## config.mk

```make
export PLATFORM = sky130hd
export DESIGN_NAME = mips_control_fsm
export DESIGN_NICKNAME = d
export VERILOG_FILES = /design/src/rtl/mips_pkg.sv /design/src/rtl/control_out_decode.sv /design/src/rtl/mips_control_fsm.sv
export SDC_FILE = /design/constraint.sdc
export NUM_CORES = 1
export LEC_CHECK = 0
export BUFFER_PORTS_ARGS = -buffer_cell sky130_fd_sc_hd__buf_2
export CORE_MARGIN = 2
export CORE_UTILIZATION = 35
export DETAILED_ROUTE_END_ITERATION = 6
export SYNTH_ARGS = -nofsm -noshare
export SYNTH_HDL_FRONTEND = slang
export SYNTH_SLANG_ARGS = --single-unit
```

## constraint.sdc

```tcl
create_clock -name clk -period 4.36 [get_ports clk]
set_input_delay 0.218 -clock clk [delete_from_list [all_inputs] [get_ports clk]]
set_output_delay 0.218 -clock clk [all_outputs]
set_load 0.01 [all_outputs]
```

## src/rtl/mips_pkg.sv

```systemverilog
// Shared encodings for the multicycle MIPS control path: FSM states, opcodes,
// datapath select codes and the bundled control vector.
package mips_pkg;

    typedef enum logic [3:0] {
        S_FETCH,
        S_DECODE,
        S_MEMADR,
        S_MEMRD,
        S_MEMWB,
        S_MEMWR,
        S_EXECUTE,
        S_ALUWB,
        S_BRANCH,
        S_ADDIEXEC,
        S_ADDIWB,
        S_JUMP
    } state_t;

    localparam logic [5:0] OP_RTYPE = 6'b000000;
    localparam logic [5:0] OP_LW    = 6'b100011;
    localparam logic [5:0] OP_SW    = 6'b101011;
    localparam logic [5:0] OP_BEQ   = 6'b000100;
    localparam logic [5:0] OP_ADDI  = 6'b001000;
    localparam logic [5:0] OP_J     = 6'b000010;

    localparam logic [1:0] ALUOP_ADD   = 2'b00;
    localparam logic [1:0] ALUOP_SUB   = 2'b01;
    localparam logic [1:0] ALUOP_FUNCT = 2'b10;

    localparam logic [1:0] SRCB_B     = 2'b00;
    localparam logic [1:0] SRCB_FOUR  = 2'b01;
    localparam logic [1:0] SRCB_IMM   = 2'b10;
    localparam logic [1:0] SRCB_IMMSH = 2'b11;

    localparam logic [1:0] PCSRC_ALU    = 2'b00;
    localparam logic [1:0] PCSRC_ALUOUT = 2'b01;
    localparam logic [1:0] PCSRC_JUMP   = 2'b10;

    typedef struct packed {
        logic [1:0] aluop;
        logic       alusrca;
        logic [1:0] alusrcb;
        logic [1:0] pcsrc;
        logic       iord;
        logic       memwrite;
        logic       irwrite;
        logic       pcwrite;
        logic       branch;
        logic       regwrite;
        logic       regdst;
        logic       memtoreg;
        logic       illegalop;
        logic       retire;
    } ctrl_t;

    function automatic logic is_legal_op(input logic [5:0] op);
        return (op == OP_RTYPE) || (op == OP_LW) || (op == OP_SW) ||
               (op == OP_BEQ) || (op == OP_ADDI) || (op == OP_J);
    endfunction

endpackage

```

## src/rtl/control_out_decode.sv

```systemverilog
// Combinational decode of FSM state (plus memory-ready and opcode) into the
// datapath control vector; reset masks every enable while keeping FETCH selects.
module control_out_decode
    import mips_pkg::*;
(
    input  logic       reset,
    input  state_t     state,
    input  logic [5:0] op,
    input  logic       mem_rdy,
    output ctrl_t      ctrl
);

    always_comb begin
        ctrl = '0;
        case (state)
            S_FETCH: begin
                ctrl.alusrcb = SRCB_FOUR;
                ctrl.irwrite = mem_rdy;
                ctrl.pcwrite = mem_rdy;
            end
            S_DECODE: begin
                // Branch target is precomputed here whatever the opcode turns out to be
                ctrl.alusrcb   = SRCB_IMMSH;
                ctrl.illegalop = !is_legal_op(op);
                ctrl.retire    = !is_legal_op(op);
            end
            S_MEMADR: begin
                ctrl.alusrca = 1'b1;
                ctrl.alusrcb = SRCB_IMM;
            end
            S_MEMRD: ctrl.iord = 1'b1;
            S_MEMWB: begin
                ctrl.memtoreg = 1'b1;
                ctrl.regwrite = 1'b1;
                ctrl.retire   = 1'b1;
            end
            S_MEMWR: begin
                ctrl.iord     = 1'b1;
                ctrl.memwrite = 1'b1;
                ctrl.retire   = mem_rdy;
            end
            S_EXECUTE: begin
                ctrl.alusrca = 1'b1;
                ctrl.alusrcb = SRCB_B;
                ctrl.aluop   = ALUOP_FUNCT;
            end
            S_ALUWB: begin
                ctrl.regdst   = 1'b1;
                ctrl.regwrite = 1'b1;
                ctrl.retire   = 1'b1;
            end
            S_BRANCH: begin
                ctrl.alusrca = 1'b1;
                ctrl.alusrcb = SRCB_B;
                ctrl.aluop   = ALUOP_SUB;
                ctrl.pcsrc   = PCSRC_ALUOUT;
                ctrl.branch  = 1'b1;
                ctrl.retire  = 1'b1;
            end
            S_ADDIEXEC: begin
                ctrl.alusrca = 1'b1;
                ctrl.alusrcb = SRCB_IMM;
            end
            S_ADDIWB: begin
                ctrl.regwrite = 1'b1;
                ctrl.retire   = 1'b1;
            end
            S_JUMP: begin
                ctrl.pcsrc   = PCSRC_JUMP;
                ctrl.pcwrite = 1'b1;
                ctrl.retire  = 1'b1;
            end
            default: ctrl = '0;
        endcase
        if (reset) begin
            ctrl         = '0;
            ctrl.alusrcb = SRCB_FOUR;
        end
    end

endmodule

```

## src/rtl/mips_control_fsm.sv

```systemverilog
// Multicycle MIPS main control: state register and next-state logic; the
// per-state control vector comes from control_out_decode.
module mips_control_fsm
    import mips_pkg::*;
#(
    parameter bit MEM_WAIT_EN = 1'b1
) (
    input  logic       clk,
    input  logic       reset,
    input  logic [5:0] Op,
    input  logic       MemReady,
    output logic [1:0] ALUOp,
    output logic       ALUSrcA,
    output logic [1:0] ALUSrcB,
    output logic [1:0] PCSrc,
    output logic       IorD,
    output logic       MemWrite,
    output logic       IRWrite,
    output logic       PCWrite,
    output logic       Branch,
    output logic       RegWrite,
    output logic       RegDst,
    output logic       MemtoReg,
    output logic       IllegalOp,
    output logic       Retire
);

    state_t state_q;
    state_t state_d;
    ctrl_t  ctrl;
    logic   mem_rdy;

    assign mem_rdy = MEM_WAIT_EN ? MemReady : 1'b1;

    always_ff @(posedge clk) begin
        if (reset) state_q <= S_FETCH;
        else       state_q <= state_d;
    end

    // Op is only consulted in DECODE and MEMADR; elsewhere it is ignored
    always_comb begin
        state_d = state_q;
        case (state_q)
            S_FETCH:  if (mem_rdy) state_d = S_DECODE;
            S_DECODE: begin
                case (Op)
                    OP_LW, OP_SW: state_d = S_MEMADR;
                    OP_RTYPE:     state_d = S_EXECUTE;
                    OP_BEQ:       state_d = S_BRANCH;
                    OP_ADDI:      state_d = S_ADDIEXEC;
                    OP_J:         state_d = S_JUMP;
                    default:      state_d = S_FETCH;
                endcase
            end
            S_MEMADR:   state_d = (Op == OP_LW) ? S_MEMRD : S_MEMWR;
            S_MEMRD:    if (mem_rdy) state_d = S_MEMWB;
            S_MEMWR:    if (mem_rdy) state_d = S_FETCH;
            S_EXECUTE:  state_d = S_ALUWB;
            S_ADDIEXEC: state_d = S_ADDIWB;
            S_MEMWB, S_ALUWB, S_BRANCH, S_ADDIWB, S_JUMP: state_d = S_FETCH;
            default:    state_d = S_FETCH;
        endcase
    end

    control_out_decode u_decode (
        .reset   (reset),
        .state   (state_q),
        .op      (Op),
        .mem_rdy (mem_rdy),
        .ctrl    (ctrl)
    );

    assign ALUOp     = ctrl.aluop;
    assign ALUSrcA   = ctrl.alusrca;
    assign ALUSrcB   = ctrl.alusrcb;
    assign PCSrc     = ctrl.pcsrc;
    assign IorD      = ctrl.iord;
    assign MemWrite  = ctrl.memwrite;
    assign IRWrite   = ctrl.irwrite;
    assign PCWrite   = ctrl.pcwrite;
    assign Branch    = ctrl.branch;
    assign RegWrite  = ctrl.regwrite;
    assign RegDst    = ctrl.regdst;
    assign MemtoReg  = ctrl.memtoreg;
    assign IllegalOp = ctrl.illegalop;
    assign Retire    = ctrl.retire;

endmodule

```

==> flow_metrics.py <==
metrics = {
    "place": {
        "io_buffer_count": 25,
        "place.gp.congestion": 0.833,
        "dp_hpwl_mm": 1.08,
    },
    "layout": {
        "antennaDiodeCount": 0,
        "nFillCells": 159,
        "reg_top3": "state_q: 4 flops",
        "final_common_cell": "buf_2",
        "nets": 114,
        "layout-drive-gt1-share_pct": 31.1,
        "area.growth.synth_to_final_pct": 23.2,
        "final_cell_mix": "buf_2, nor3_1, nor2_1, nand2_1",
        "top_register": "state_q",
        "largest_reg_flops": 4,
    },
    "cts": {
        "cts_setup_buffers": 0,
        "cts.clk_slew.worst_paths_ns": 0.04,
        "post_cts_resized": 0,
        "clock-sinks": 4,
        "htreeDepth": 1,
        "worstSkewPairLatency_ns": 0.24,
        "cts_buffer_depth": 2,
        "cts_root_buffer": "clkbuf_4",
        "numCtsBuffers": 3,
        "cts_hold_buf": 0,
        "cts_tree": "yes",
    },
    "drt": {
        "wl_met2_um": 695,
        "drc_errors": 0,
        "top_layer_used": "met3",
        "drt-total-wl_mm": 1.45,
        "first_iter_violations": 23,
        "drt_pass1_iterations": 4,
        "final_antenna_net_count": 0,
        "via_per_inst": 5.82,
        "vias": 692,
        "wl_per_cell_um": 12.2,
        "m1WireLength_um": 648,
        "wl_met3_um": 111,
    },
    "global_route": {
        "grt_overflow": 0,
        "first_global_vias": 522,
        "antenna_found_initial": 0,
        "grt_usage_pct": 15.3,
        "grt_max_degree": 19,
        "grt_first_pass_wirelength_mm": 2.22,
    },
    "setup_path": {
        "critPathKind": "register to output pin",
        "slowest_stage": "dfxtp_1",
        "cpPeakStageDelay_ns": 0.52,
        "required_ns": 4.14,
        "cp-end-kind": "output pin",
        "arrival_ns": 1.78,
        "cp-start-kind": "register",
        "crit_fanout": 10,
        "cp_cell_sequence": "clkinv_1, or3_1, a21oi_1, buf_2",
    },
    "logic_synthesis": {
        "syn-num-nets": 91,
        "synth_simple_gate_area_share_pct": 40.3,
        "yosysUniqueCellTypes": 36,
        "synthCells": 82,
        "synth-seq-area-share_pct": 14.4,
        "ys_ff_latch": 4,
        "synth_compound_area_share_pct": 30.9,
        "yosys.area.top_type": "dfxtp_1",
        "ys_warn_count": 0,
        "synth_top_family_by_area": "simple AND/OR/NAND/NOR gates",
        "synth-adder-area-share_pct": 0,
        "syn_area_um2": 556,
        "postSynthAreaPerCell_um2": 6.77,
        "synth_top_area_share_pct": 14.4,
        "synth_area_leaders": "dfxtp_1, nor3_1, a21oi_1",
        "synthMuxAreaShare_pct": 0,
        "synth_xor_xnor_area_share_pct": 4.73,
    },
    "power_and_ir_drop": {
        "intPower_mw": 0.0813,
        "p_per_area_nw_per_um2": 170,
        "swShare_pct": 30.1,
        "power.share.sequential_pct": 35.1,
        "combPwrFrac_pct": 25.5,
        "power_frac_clock_pct": 39.4,
        "power_leakage_nw": 0.289,
        "power_switching_mw": 0.0349,
        "ir_drop_mv": 0.0496,
    },
    "die": {
        "fp.dieH_um": 43.8,
        "die_w_um": 43.8,
        "design.portCount": 26,
        "die-area_um2": 1920,
        "fp-row-count": 14,
        "initial_core_util_pct": 37.3,
        "coreArea_um2": 1490,
    },
    "timing": {
        "max_slew_margin_pct": 61.8,
        "finalSetupViolCount": 0,
        "finalCritPeriodShare_pct": 45.9,
        "rsz0062_at_grt": "no",
        "hold_slack_ns": 0.357,
        "hold_viol_final": 0,
        "fin_skew_ns": 0.00523,
        "max_freq_ghz": 0.500,
        "fin_setup_tns_ns": 0,
        "final_max_slew_viol_count": 0,
        "min_period_ns": 2.00,
        "worstMarginPinSlew_ns": 0.572,
    },
    "min_path": {
        "hp-class": "input port to register",
    },
    "flow_run": {
        "maxCapViolations": 0,
    },
    "status": {
        "run_status": "complete, no violations",
    },
}
area by class of cell:
| type | instances | area, um2 | area share [%] |
|---|---|---|---|
| inverters | 4 | 15.0 | 2.19 |
| well taps | 16 | 20.0 | 2.93 |
| clock buffers | 3 | 22.5 | 3.29 |
| repair buffers | 25 | 125 | 18.3 |
| flip-flops and latches | 4 | 80.1 | 11.7 |
| multi-input cells | 67 | 422 | 61.6 |
metrics by stage:
| step | cells | setup slack [ns] | instance area, um2 | utilization [%] | power (mW) |
|---|---|---|---|---|---|
| 2_1_floorplan | 82 | 2.87 | 556 | - | 0.0584 |
| 6_report | 119 | 2.36 | 684 | 46.0 | 0.116 |
| 5_1_grt | 119 | 2.23 | 684 | 46.0 | 0.125 |
| 3_3_place_gp | 116 | 2.60 | 662 | 44.5 | 0.0710 |
| 3_5_place_dp | 116 | 2.62 | 662 | 44.5 | 0.0709 |
| 4_1_cts | 119 | 2.37 | 684 | 46.0 | 0.119 |
cells by family (layout without fill, tap and decap cells):
| group | count (synthesis) | count (layout) |
|---|---|---|
| AOI/OAI and AO/OA | 23 | 23 |
| xor gates and xnor gates | 3 | 3 |
| buffers and inverters | 11 | 32 |
| DFF | 4 | 4 |
| and+or+nand+nor | 41 | 41 |
synth_stat cells:
library cell / count
and3_1: 2
nor4_1: 1
nor3b_1: 2
nor3_1: 7
nand4_1: 2
or4_4: 1
a2111oi_0: 1
a2bb2oi_1: 1
o31ai_1: 1
a211oi_1: 3
inv_1: 3
nand2_1: 6
or3_4: 1
a21o_1: 3
o211a_1: 1
o21ai_0: 3
o311a_1: 1
or3_1: 2
xnor2_1: 2
o41ai_1: 1
nand2b_1: 3
nor2_1: 6
dfxtp_1: 4
or2_2: 1
clkbuf_1: 4
xor2_1: 1
o32ai_2: 1
buf_4: 1
a21oi_1: 5
nor2b_1: 2
nand3_1: 5
buf_2: 1
buf_6: 1
o211ai_1: 1
a311oi_1: 1
clkinv_1: 1
worst paths after layout:
kind,slack (ns),cells after the start,to,startpoint
hold / removal,0.36,2,state_q[0],reset
setup / recovery,2.36,4,RegWrite,state_q[3]
setup reg to reg,2.65,4,state_q[1],state_q[2]
hold reg to reg,0.68,1,state_q[2],state_q[3]
critical path, delay by kind of cell (launching register included):
| kind | cells | cell delay [ns] |
|---|---|---|
| AO/OA/AOI/OAI | 1 | 0.12 |
| flip-flops | 1 | 0.52 |
| AND/OR/NAND/NOR | 1 | 0.43 |
| buffers and inverters | 2 | 0.47 |
power by group through the flow:
stage | combinational (mW) | sequential [mW] | clock (mW)
final | 0.0296 | 0.0408 | 0.0458
after CTS | 0.0297 | 0.0408 | 0.0482
after global routing | 0.0327 | 0.0413 | 0.0509
after floorplan | 0.0194 | 0.0390 | 0
after detailed placement | 0.0295 | 0.0414 | 0
after global placement | 0.0296 | 0.0414 | 0
routing by layer:
| layer | global-route usage (%) | vias up |
|---|---|---|
| met3 | 2.50 | 0 |
| met4 | 7.27 | 0 |
| met5 | 0 | - |
| met2 | 23.2 | 29 |
| li1 | - | 349 |
| met1 | 20.9 | 314 |
Note: power is estimated with default switching activity, not from simulation.
